### config.mk
export PLATFORM = sky130hd
export DESIGN_NAME = spi_reg_bank_ctrl
export DESIGN_NICKNAME = d
export VERILOG_FILES = /design/src/rtl/spi_reg_bank_ctrl_pkg.sv /design/src/rtl/spi_reg_bank_ctrl_reg_file.sv /design/src/rtl/spi_reg_bank_ctrl.sv
export SDC_FILE = /design/constraint.sdc
export NUM_CORES = 1
export LEC_CHECK = 0
export BUFFER_PORTS_ARGS = -buffer_cell sky130_fd_sc_hd__clkbuf_2
export CAP_MARGIN = 5
export CORE_UTILIZATION = 50
export DETAILED_ROUTE_END_ITERATION = 10
export MAX_ROUTING_LAYER = met4
export PLACE_DENSITY = 0.79
export SYNTH_ARGS = -nofsm -noshare
export SYNTH_HDL_FRONTEND = slang
export SYNTH_HIERARCHICAL = 1
export SYNTH_SLANG_ARGS = --single-unit
export TNS_END_PERCENT = 20
### constraint.sdc
create_clock -name clk -period 4.2 [get_ports clk]
set_input_delay 0.63 -clock clk [delete_from_list [all_inputs] [get_ports clk]]
set_output_delay 0.63 -clock clk [all_outputs]
set_load 0.05 [all_outputs]
### src/rtl/spi_reg_bank_ctrl_pkg.sv
`default_nettype none
// ============================================================================
//  Module      : spi_reg_bank_ctrl_pkg
//  Description : Shared constants, command field positions and FSM state
//                encoding for the SPI command controller / register bank.
//  Revision    : 1.0 - initial release
// ============================================================================
package spi_reg_bank_ctrl_pkg;

    // Register address width carried in the command byte
    localparam int ADDR_W       = 7;

    // Address field inside the command byte; the write flag is the word MSB
    localparam int CMD_ADDR_LSB = 0;
    localparam int CMD_ADDR_MSB = 6;

    // Byte shifted out when a read has no valid source byte
    localparam logic [7:0] READ_FILL = 8'h00;

    // Controller states
    typedef enum logic [2:0] {
        ST_IDLE      = 3'd0,
        ST_CMD_WAIT  = 3'd1,
        ST_DATA_WAIT = 3'd2,
        ST_COMMIT    = 3'd3,
        ST_TX_LOAD   = 3'd4
    } state_t;

    // Next register address for burst access, wrapping at the top of the bank
    function automatic logic [ADDR_W-1:0] addr_wrap_inc(
        input logic [ADDR_W-1:0] a,
        input int                num_regs
    );
        return (int'(a) == num_regs - 1) ? '0 : a + 1'b1;
    endfunction

endpackage
`default_nettype wire

### src/rtl/spi_reg_bank_ctrl_reg_file.sv
`default_nettype none
// ============================================================================
//  Module      : spi_reg_file
//  Description : Register storage for the SPI register bank. One write port
//                (full register word) and a byte-select read mux returning
//                byte i_rbyte (MSB first) of register i_raddr, or the fill
//                byte when the address or byte index is out of range.
//  Revision    : 1.0 - initial release
// ============================================================================
module spi_reg_file
    import spi_reg_bank_ctrl_pkg::*;
#(
    parameter int               SPI_W     = 8,
    parameter int               REG_W     = 16,
    parameter int               NUM_REGS  = 16,
    parameter int               CNT_W     = 2,
    parameter logic [REG_W-1:0] RESET_VAL = '0
) (
    input  logic                      clk,
    input  logic                      rst_n,
    input  logic                      i_we,
    input  logic [ADDR_W-1:0]         i_waddr,
    input  logic [REG_W-1:0]          i_wdata,
    input  logic [ADDR_W-1:0]         i_raddr,
    input  logic [CNT_W-1:0]          i_rbyte,
    output logic [SPI_W-1:0]          o_rdata,
    output logic [NUM_REGS*REG_W-1:0] o_reg_q
);

    localparam int NB = REG_W / SPI_W;

    logic [REG_W-1:0] r_q [NUM_REGS];

    generate
        for (genvar gi = 0; gi < NUM_REGS; gi++) begin : g_reg
            // Register gi: load the full word when addressed by the write port
            always_ff @(posedge clk or negedge rst_n) begin
                if (!rst_n) begin
                    r_q[gi] <= RESET_VAL;
                end else if (i_we && (i_waddr == ADDR_W'(gi))) begin
                    r_q[gi] <= i_wdata;
                end
            end

            assign o_reg_q[gi*REG_W +: REG_W] = r_q[gi];
        end
    endgenerate

    // Byte-select read mux; unmatched address/byte falls through to the fill byte
    always_comb begin
        o_rdata = SPI_W'(READ_FILL);
        for (int i = 0; i < NUM_REGS; i++) begin
            for (int b = 0; b < NB; b++) begin
                if ((i_raddr == ADDR_W'(i)) && (i_rbyte == CNT_W'(b))) begin
                    o_rdata = r_q[i][(NB-1-b)*SPI_W +: SPI_W];
                end
            end
        end
    end

endmodule
`default_nettype wire

### src/rtl/spi_reg_bank_ctrl.sv
`default_nettype none
// ============================================================================
//  Module      : spi_reg_bank_ctrl
//  Description : SPI command decoder and register bank controller. Byte 0 of a
//                frame is a command (MSB = write, [6:0] = address), followed
//                by REG_W/SPI_W data bytes MSB first. Writes are assembled and
//                committed to the register file; reads are streamed back one
//                byte per received word.
//  Options     : SPI_REG_AUTOINC_EN - when defined, consecutive words within
//                one chip-select window target incrementing addresses
//                (wrapping NUM_REGS-1 -> 0). Undefined: each word needs a new
//                command byte.
//  Revision    : 1.0 - initial release
// ============================================================================
module spi_reg_bank_ctrl
    import spi_reg_bank_ctrl_pkg::*;
#(
    parameter int               SPI_W     = 8,
    parameter int               REG_W     = 16,
    parameter int               NUM_REGS  = 16,
    parameter logic [REG_W-1:0] RESET_VAL = '0
) (
    input  logic                      clk,
    input  logic                      rst_n,
    input  logic                      spi_cs_n,
    input  logic                      spi_rrdy,
    input  logic [SPI_W-1:0]          spi_rx_data,
    input  logic                      spi_busy,
    output logic                      spi_rx_req,
    output logic                      spi_tx_load_en,
    output logic [SPI_W-1:0]          spi_tx_data,
    output logic [NUM_REGS*REG_W-1:0] reg_q,
    output logic                      wr_stb,
    output logic [ADDR_W-1:0]         wr_addr,
    output logic                      addr_err
);

    localparam int              NB         = REG_W / SPI_W;
    localparam int              CNT_W      = $clog2(NB + 1);
    localparam int              CMD_WR_BIT = SPI_W - 1;
    localparam logic [ADDR_W:0] NUM_REGS_L = (ADDR_W+1)'(NUM_REGS);

    function automatic logic in_range(input logic [ADDR_W-1:0] a);
        return ({1'b0, a} < NUM_REGS_L);
    endfunction

    state_t             r_state;
    state_t             w_state_next;
    logic [ADDR_W-1:0]  r_addr;
    logic               r_is_wr;
    logic               r_addr_ok;
    logic [CNT_W-1:0]   r_byte_cnt;
    logic [SPI_W-1:0]   r_tx_hold;
    logic [ADDR_W-1:0]  r_wr_addr;
    logic               r_addr_err;

    logic               w_rx_req;
    logic               w_load;
    logic               w_we;
    logic               w_latch;
    logic               w_pop;
    logic               w_advance;
    logic               w_last;
    logic [ADDR_W-1:0]  w_cmd_addr;
    logic [ADDR_W-1:0]  w_next_addr;
    logic [REG_W-1:0]   w_wdata;
    logic [SPI_W-1:0]   w_rbyte;

    assign w_last      = (r_byte_cnt == CNT_W'(NB - 1));
    assign w_cmd_addr  = spi_rx_data[CMD_ADDR_MSB:CMD_ADDR_LSB];
    assign w_next_addr = addr_wrap_inc(r_addr, NUM_REGS);

    // State register
    always_ff @(posedge clk or negedge rst_n) begin
        if (!rst_n) begin
            r_state <= ST_IDLE;
        end else begin
            r_state <= w_state_next;
        end
    end

    // Next-state and strobe decode. A pop that completes a write word still
    // commits even when chip select rises in the same cycle.
    always_comb begin
        w_state_next = r_state;
        w_rx_req     = 1'b0;
        w_load       = 1'b0;
        w_we         = 1'b0;
        w_latch      = 1'b0;
        w_pop        = 1'b0;
        w_advance    = 1'b0;
        case (r_state)
            ST_IDLE: begin
                if (!spi_cs_n) begin
                    w_state_next = ST_CMD_WAIT;
                end
            end
            ST_CMD_WAIT: begin
                if (spi_rrdy) begin
                    w_rx_req = 1'b1;
                    if (spi_cs_n) begin
                        w_state_next = ST_IDLE;
                    end else begin
                        w_latch      = 1'b1;
                        w_state_next = spi_rx_data[CMD_WR_BIT] ? ST_DATA_WAIT : ST_TX_LOAD;
                    end
                end else if (spi_cs_n) begin
                    w_state_next = ST_IDLE;
                end
            end
            ST_TX_LOAD: begin
                if (spi_cs_n) begin
                    w_state_next = ST_IDLE;
                end else if (!spi_busy) begin
                    w_load       = 1'b1;
                    w_state_next = ST_DATA_WAIT;
                end
            end
            ST_DATA_WAIT: begin
                if (spi_rrdy) begin
                    w_rx_req = 1'b1;
                    w_pop    = 1'b1;
                    if (r_is_wr) begin
                        if (w_last) begin
                            w_we         = r_addr_ok;
                            w_state_next = ST_COMMIT;
                        end else if (spi_cs_n) begin
                            w_state_next = ST_IDLE;
                        end
                    end else if (spi_cs_n) begin
                        w_state_next = ST_IDLE;
                    end else if (!w_last) begin
                        w_state_next = ST_TX_LOAD;
                    end else begin
`ifdef SPI_REG_AUTOINC_EN
                        w_advance    = 1'b1;
                        w_state_next = ST_TX_LOAD;
`else
                        w_state_next = ST_CMD_WAIT;
`endif
                    end
                end else if (spi_cs_n) begin
                    w_state_next = ST_IDLE;
                end
            end
            ST_COMMIT: begin
                if (spi_cs_n) begin
                    w_state_next = ST_IDLE;
                end else begin
`ifdef SPI_REG_AUTOINC_EN
                    w_advance    = 1'b1;
                    w_state_next = ST_DATA_WAIT;
`else
                    w_state_next = ST_CMD_WAIT;
`endif
                end
            end
            default: begin
                w_state_next = ST_IDLE;
            end
        endcase
    end

    // Command latch, byte counter, address advance and output holding registers
    always_ff @(posedge clk or negedge rst_n) begin
        if (!rst_n) begin
            r_addr     <= '0;
            r_is_wr    <= 1'b0;
            r_addr_ok  <= 1'b0;
            r_byte_cnt <= '0;
            r_tx_hold  <= '0;
            r_wr_addr  <= '0;
            r_addr_err <= 1'b0;
        end else begin
            r_addr_err <= 1'b0;
            if (w_latch) begin
                r_addr     <= w_cmd_addr;
                r_is_wr    <= spi_rx_data[CMD_WR_BIT];
                r_addr_ok  <= in_range(w_cmd_addr);
                r_byte_cnt <= '0;
                r_addr_err <= !in_range(w_cmd_addr);
            end else if (w_advance) begin
                r_addr     <= w_next_addr;
                r_addr_ok  <= in_range(w_next_addr);
                r_byte_cnt <= '0;
            end else if (w_state_next == ST_IDLE) begin
                r_byte_cnt <= '0;
            end else if (w_pop) begin
                r_byte_cnt <= r_byte_cnt + 1'b1;
            end
            if (w_load) begin
                r_tx_hold <= w_rbyte;
            end
            if (w_we) begin
                r_wr_addr <= r_addr;
            end
        end
    end

    // Write-word assembly: received bytes shift in MSB first; the final byte
    // bypasses the register so the commit lands on the last pop edge.
    generate
        if (NB > 1) begin : g_asm
            logic [REG_W-SPI_W-1:0] r_asm;

            // Keep the bytes received so far of the word being written
            always_ff @(posedge clk or negedge rst_n) begin
                if (!rst_n) begin
                    r_asm <= '0;
                end else if (w_pop && r_is_wr) begin
                    r_asm <= w_wdata[REG_W-SPI_W-1:0];
                end
            end

            assign w_wdata = {r_asm, spi_rx_data};
        end else begin : g_no_asm
            assign w_wdata = spi_rx_data;
        end
    endgenerate

    spi_reg_file #(
        .SPI_W     (SPI_W),
        .REG_W     (REG_W),
        .NUM_REGS  (NUM_REGS),
        .CNT_W     (CNT_W),
        .RESET_VAL (RESET_VAL)
    ) u_reg_file (
        .clk     (clk),
        .rst_n   (rst_n),
        .i_we    (w_we),
        .i_waddr (r_addr),
        .i_wdata (w_wdata),
        .i_raddr (r_addr),
        .i_rbyte (r_byte_cnt),
        .o_rdata (w_rbyte),
        .o_reg_q (reg_q)
    );

    assign spi_rx_req     = w_rx_req;
    assign spi_tx_load_en = w_load;
    assign spi_tx_data    = w_load ? w_rbyte : r_tx_hold;
    assign wr_stb         = (r_state == ST_COMMIT) && r_addr_ok;
    assign wr_addr        = r_wr_addr;
    assign addr_err       = r_addr_err;

endmodule
`default_nettype wire

==> results.sh <==
export IMPL_outcome="finished, final reports clean"
export IMPL_path_max_fanout=11
export IMPL_fp_dieW_um=171
export IMPL_synthXorXnorAreaFrac_pct=0.0612
export IMPL_ctsHoldBuffers=0
export IMPL_ant_nets=0
export IMPL_grt_pass1_wl_mm=78.0
export IMPL_regToRegSetupSlack_ns=0.56
export IMPL_core_area_mm2=0.0279
export IMPL_synth_simple_area_share_pct=8.99
export IMPL_cpPeakStageDelay_ns=0.57
export IMPL_cp_start_kind="flop"
export IMPL_hold_class="primary input to asynchronous set/reset pin"
export IMPL_grt_pass1_vias=11900
export IMPL_finalSetupViolCount=0
export IMPL_cts_root_buf="clkbuf_16"
export IMPL_yosys_area_top_type="dfrtp_1"
export IMPL_crit_top_cell="o21ai_0"
export IMPL_drive_gt1_share_pct=48.5
export IMPL_ys_top_cells_by_area="dfrtp_1, mux2_2, nand2_1"
export IMPL_die_height_um=171
export IMPL_track_usage_pct=37.7
export IMPL_multi_input_area_mm2=0.00654
export IMPL_syn_cell_area_mm2=0.0143
export IMPL_synth_top_family_by_area="multiplexers"
export IMPL_num_rows=61
export IMPL_report_power_total_mw=7.13
export IMPL_syn_num_nets=1212
export IMPL_cts_tree="built"
export IMPL_crit_required_ns=3.57
export IMPL_synth_top_area_share_pct=51.4
export IMPL_io_pins=288
export IMPL_synth_mux_area_share_pct=23.2
export IMPL_final_util_pct=62.5
export IMPL_wl_per_cell_um=28.3
export IMPL_cpMaxStageDelayCell="dfrtp_4"
export IMPL_relSlewSlack_pct=39.1
export IMPL_die_area_mm2=0.0293
export IMPL_clk_pin_slew_ns=0.06
export IMPL_crit_arrival_ns=3.53
export IMPL_synth_edf_count=0
export IMPL_vias_per_cell=6.45
export IMPL_min_period_over_period_pct=99.1
export IMPL_synthCells=1198
export IMPL_clk_latency_ns=0.57
export IMPL_area_delta_synth_final_pct=22.0
export IMPL_ys_ff_latch=294
export IMPL_r2r_start="r_byte_cnt[0]"
export IMPL_dr_pass1_iters=6
export IMPL_cts_made_buffers=30
export IMPL_ys_seq_area_share_pct=51.4
export IMPL_path_class="flop to primary output"
export IMPL_worst_pin_slew_ns=0.913
export IMPL_dr_total_vias=12200
export IMPL_final_common_cell="dfrtp_1"
export IMPL_ys_flop_type="dfrtp_1"
export IMPL_clock_fmax_mhz=240
export IMPL_antenna_found_initial=3
export IMPL_clockBufferDepth=3
export IMPL_num_fill_cells=2215
export IMPL_totalWireLength_mm=53.7
export IMPL_syn_avg_cell_area_um2=11.9
export IMPL_gp_congestion=1.04
export IMPL_hold_viol_final=0
export IMPL_min_period_ns=4.16
export IMPL_grt_max_degree=115
export IMPL_worstSetupEndpointType="primary output"
export IMPL_initial_core_util_pct=51.2
export IMPL_cts_sinks=294
export IMPL_async_flop_share_pct=100
export IMPL_cap_violations=0
export IMPL_seqCellArea_mm2=0.00737
export IMPL_cp_cell_sequence="buf_6 -> and2b_1 -> nand2_1 -> buf_4 -> o21ai_0 -> o21ai_0 -> o221ai_1 -> o211ai_1 -> mux2_2 -> buf_12"
export IMPL_synth_fa_ha_area_share_pct=0.0875
export IMPL_drt_iter0_drc=1828
export IMPL_r2r_end="u_reg_file/o_reg_q[79]"
export IMPL_synth_compound_area_share_pct=12.6
export IMPL_drc=0
export IMPL_overflow=0
export IMPL_fin_nets=1514
export IMPL_irDropWorstVdd_v=0.000340
export IMPL_yosysWarnings=6
export IMPL_finalClockSkew_ns=0.00846
export IMPL_post_dp_hpwl_mm=38.5
export IMPL_rsz0062_at_grt="true"
export IMPL_synth_cell_types=84
export IMPL_slew_viol_final=0
export IMPL_p_per_area_mw_per_mm2=408
export IMPL_io_buffers=287
export IMPL_cts_max_level=1
export IMPL_leakage_nw=8.87
export IMPL_reg2reg_depth=10
export IMPL_final_cell_mix="dfrtp_1, clkbuf_2, mux2_2"
## final cells by class
type	instances	share of cell area, %
Antenna cell	3	0.0430
Timing Repair Buffer	363	12.0
Clock inverter	7	0.229
Sequential cell	294	42.2
Multi-Input combinational cell	801	37.5
Tap cell	378	2.71
Inverter	10	0.215
Clock buffer	43	5.11
## sequential cells by signal, summed over array words and instances (netlist names)
| signal | count |
|---|---|
| u_reg_file/o_reg_q | 256 |
| g_asm.r_asm | 8 |
| r_tx_hold | 8 |
| r_addr | 7 |
| wr_addr | 7 |
| r_state | 3 |
| r_byte_cnt | 2 |
| addr_err | 1 |
| r_addr_ok | 1 |
| r_is_wr | 1 |
## cells by family (layout without fill, tap and decap cells)
| family | Yosys count | after routing |
|---|---|---|
| flops | 294 | 294 |
| simple gates | 239 | 239 |
| fa+ha+maj | 1 | 1 |
| other cells | 0 | 3 |
| mux | 293 | 293 |
| xor+xnor | 1 | 1 |
| buf+inv | 103 | 423 |
| compound gates | 267 | 267 |
## layer usage
layer  up-vias  global-route usage (%)  routed length (µm)
met5         -                       -                   0
met4         0                    13.9                2140
met3       167                    8.44                5710
met2       849                    55.4               24300
met1      6171                    51.1               21600
li1       5056                       -                   -
## stage by stage
stage	TNS (ns)	hold slack, ns	std cells	worst slack, ns	area [µm²]
floorplan	0	0.334	1198	1.11	14300
global placement	0	0.462	1842	0.251	16400
detailed placement	0	0.468	1842	0.225	16400
CTS	0	0.114	1895	0.00829	17300
global route	-0.0333	0.137	1899	-0.0255	17400
finish	0	0.0861	1899	0.0371	17400
## critical path, delay by kind of cell (launching register included)
kind                   cells  cell delay (ns)
flip-flops                 1             0.57
buffers and inverters      3             0.57
AO/OA/AOI/OAI              4             1.02
AND/OR/NAND/NOR            2             0.55
multiplexers               1             0.25
## power breakdown
group	total, mW	internal (mW)	switching (mW)
combinational	1.40	0.477	0.920
sequential	3.16	2.89	0.269
clock	2.57	1.45	1.11
## worst max-delay path by stage
stage	cells past startpoint	slack (ns)	start	end
2_1_floorplan	10	1.11	spi_rrdy	u_reg_file/o_reg_q[69]
4_1_cts	9	0.008	r_addr[5]	spi_tx_data[5]
6_report	10	0.04	r_byte_cnt[0]	spi_tx_data[3]
3_5_place_dp	8	0.22	r_byte_cnt[1]	spi_tx_data[4]
5_1_grt	11	-0.03	r_addr[0]	spi_tx_data[6]
3_3_place_gp	8	0.25	r_byte_cnt[1]	spi_tx_data[4]
## synthesized netlist by cell type (17+ instances only)
cell      instances
nor2_1           41
a22oi_1          18
o22ai_1          20
nand2_1          98
o21ai_0          57
clkbuf_1         43
nor2b_1          17
mux2_2          271
buf_2            34
a21oi_1          52
o211ai_1         19
dfrtp_1         294
## timing repair
| item | 4_1_cts | 5_1_grt |
|---|---|---|
| setup buffers | 3 | 1 |
| endpoints found under the setup margin | 5 | 8 |
| gates cloned | 0 | 0 |
| pin swaps | 0 | 1 |
| resized for setup | 12 | 28 |
(Power assumes the default switching activity.)
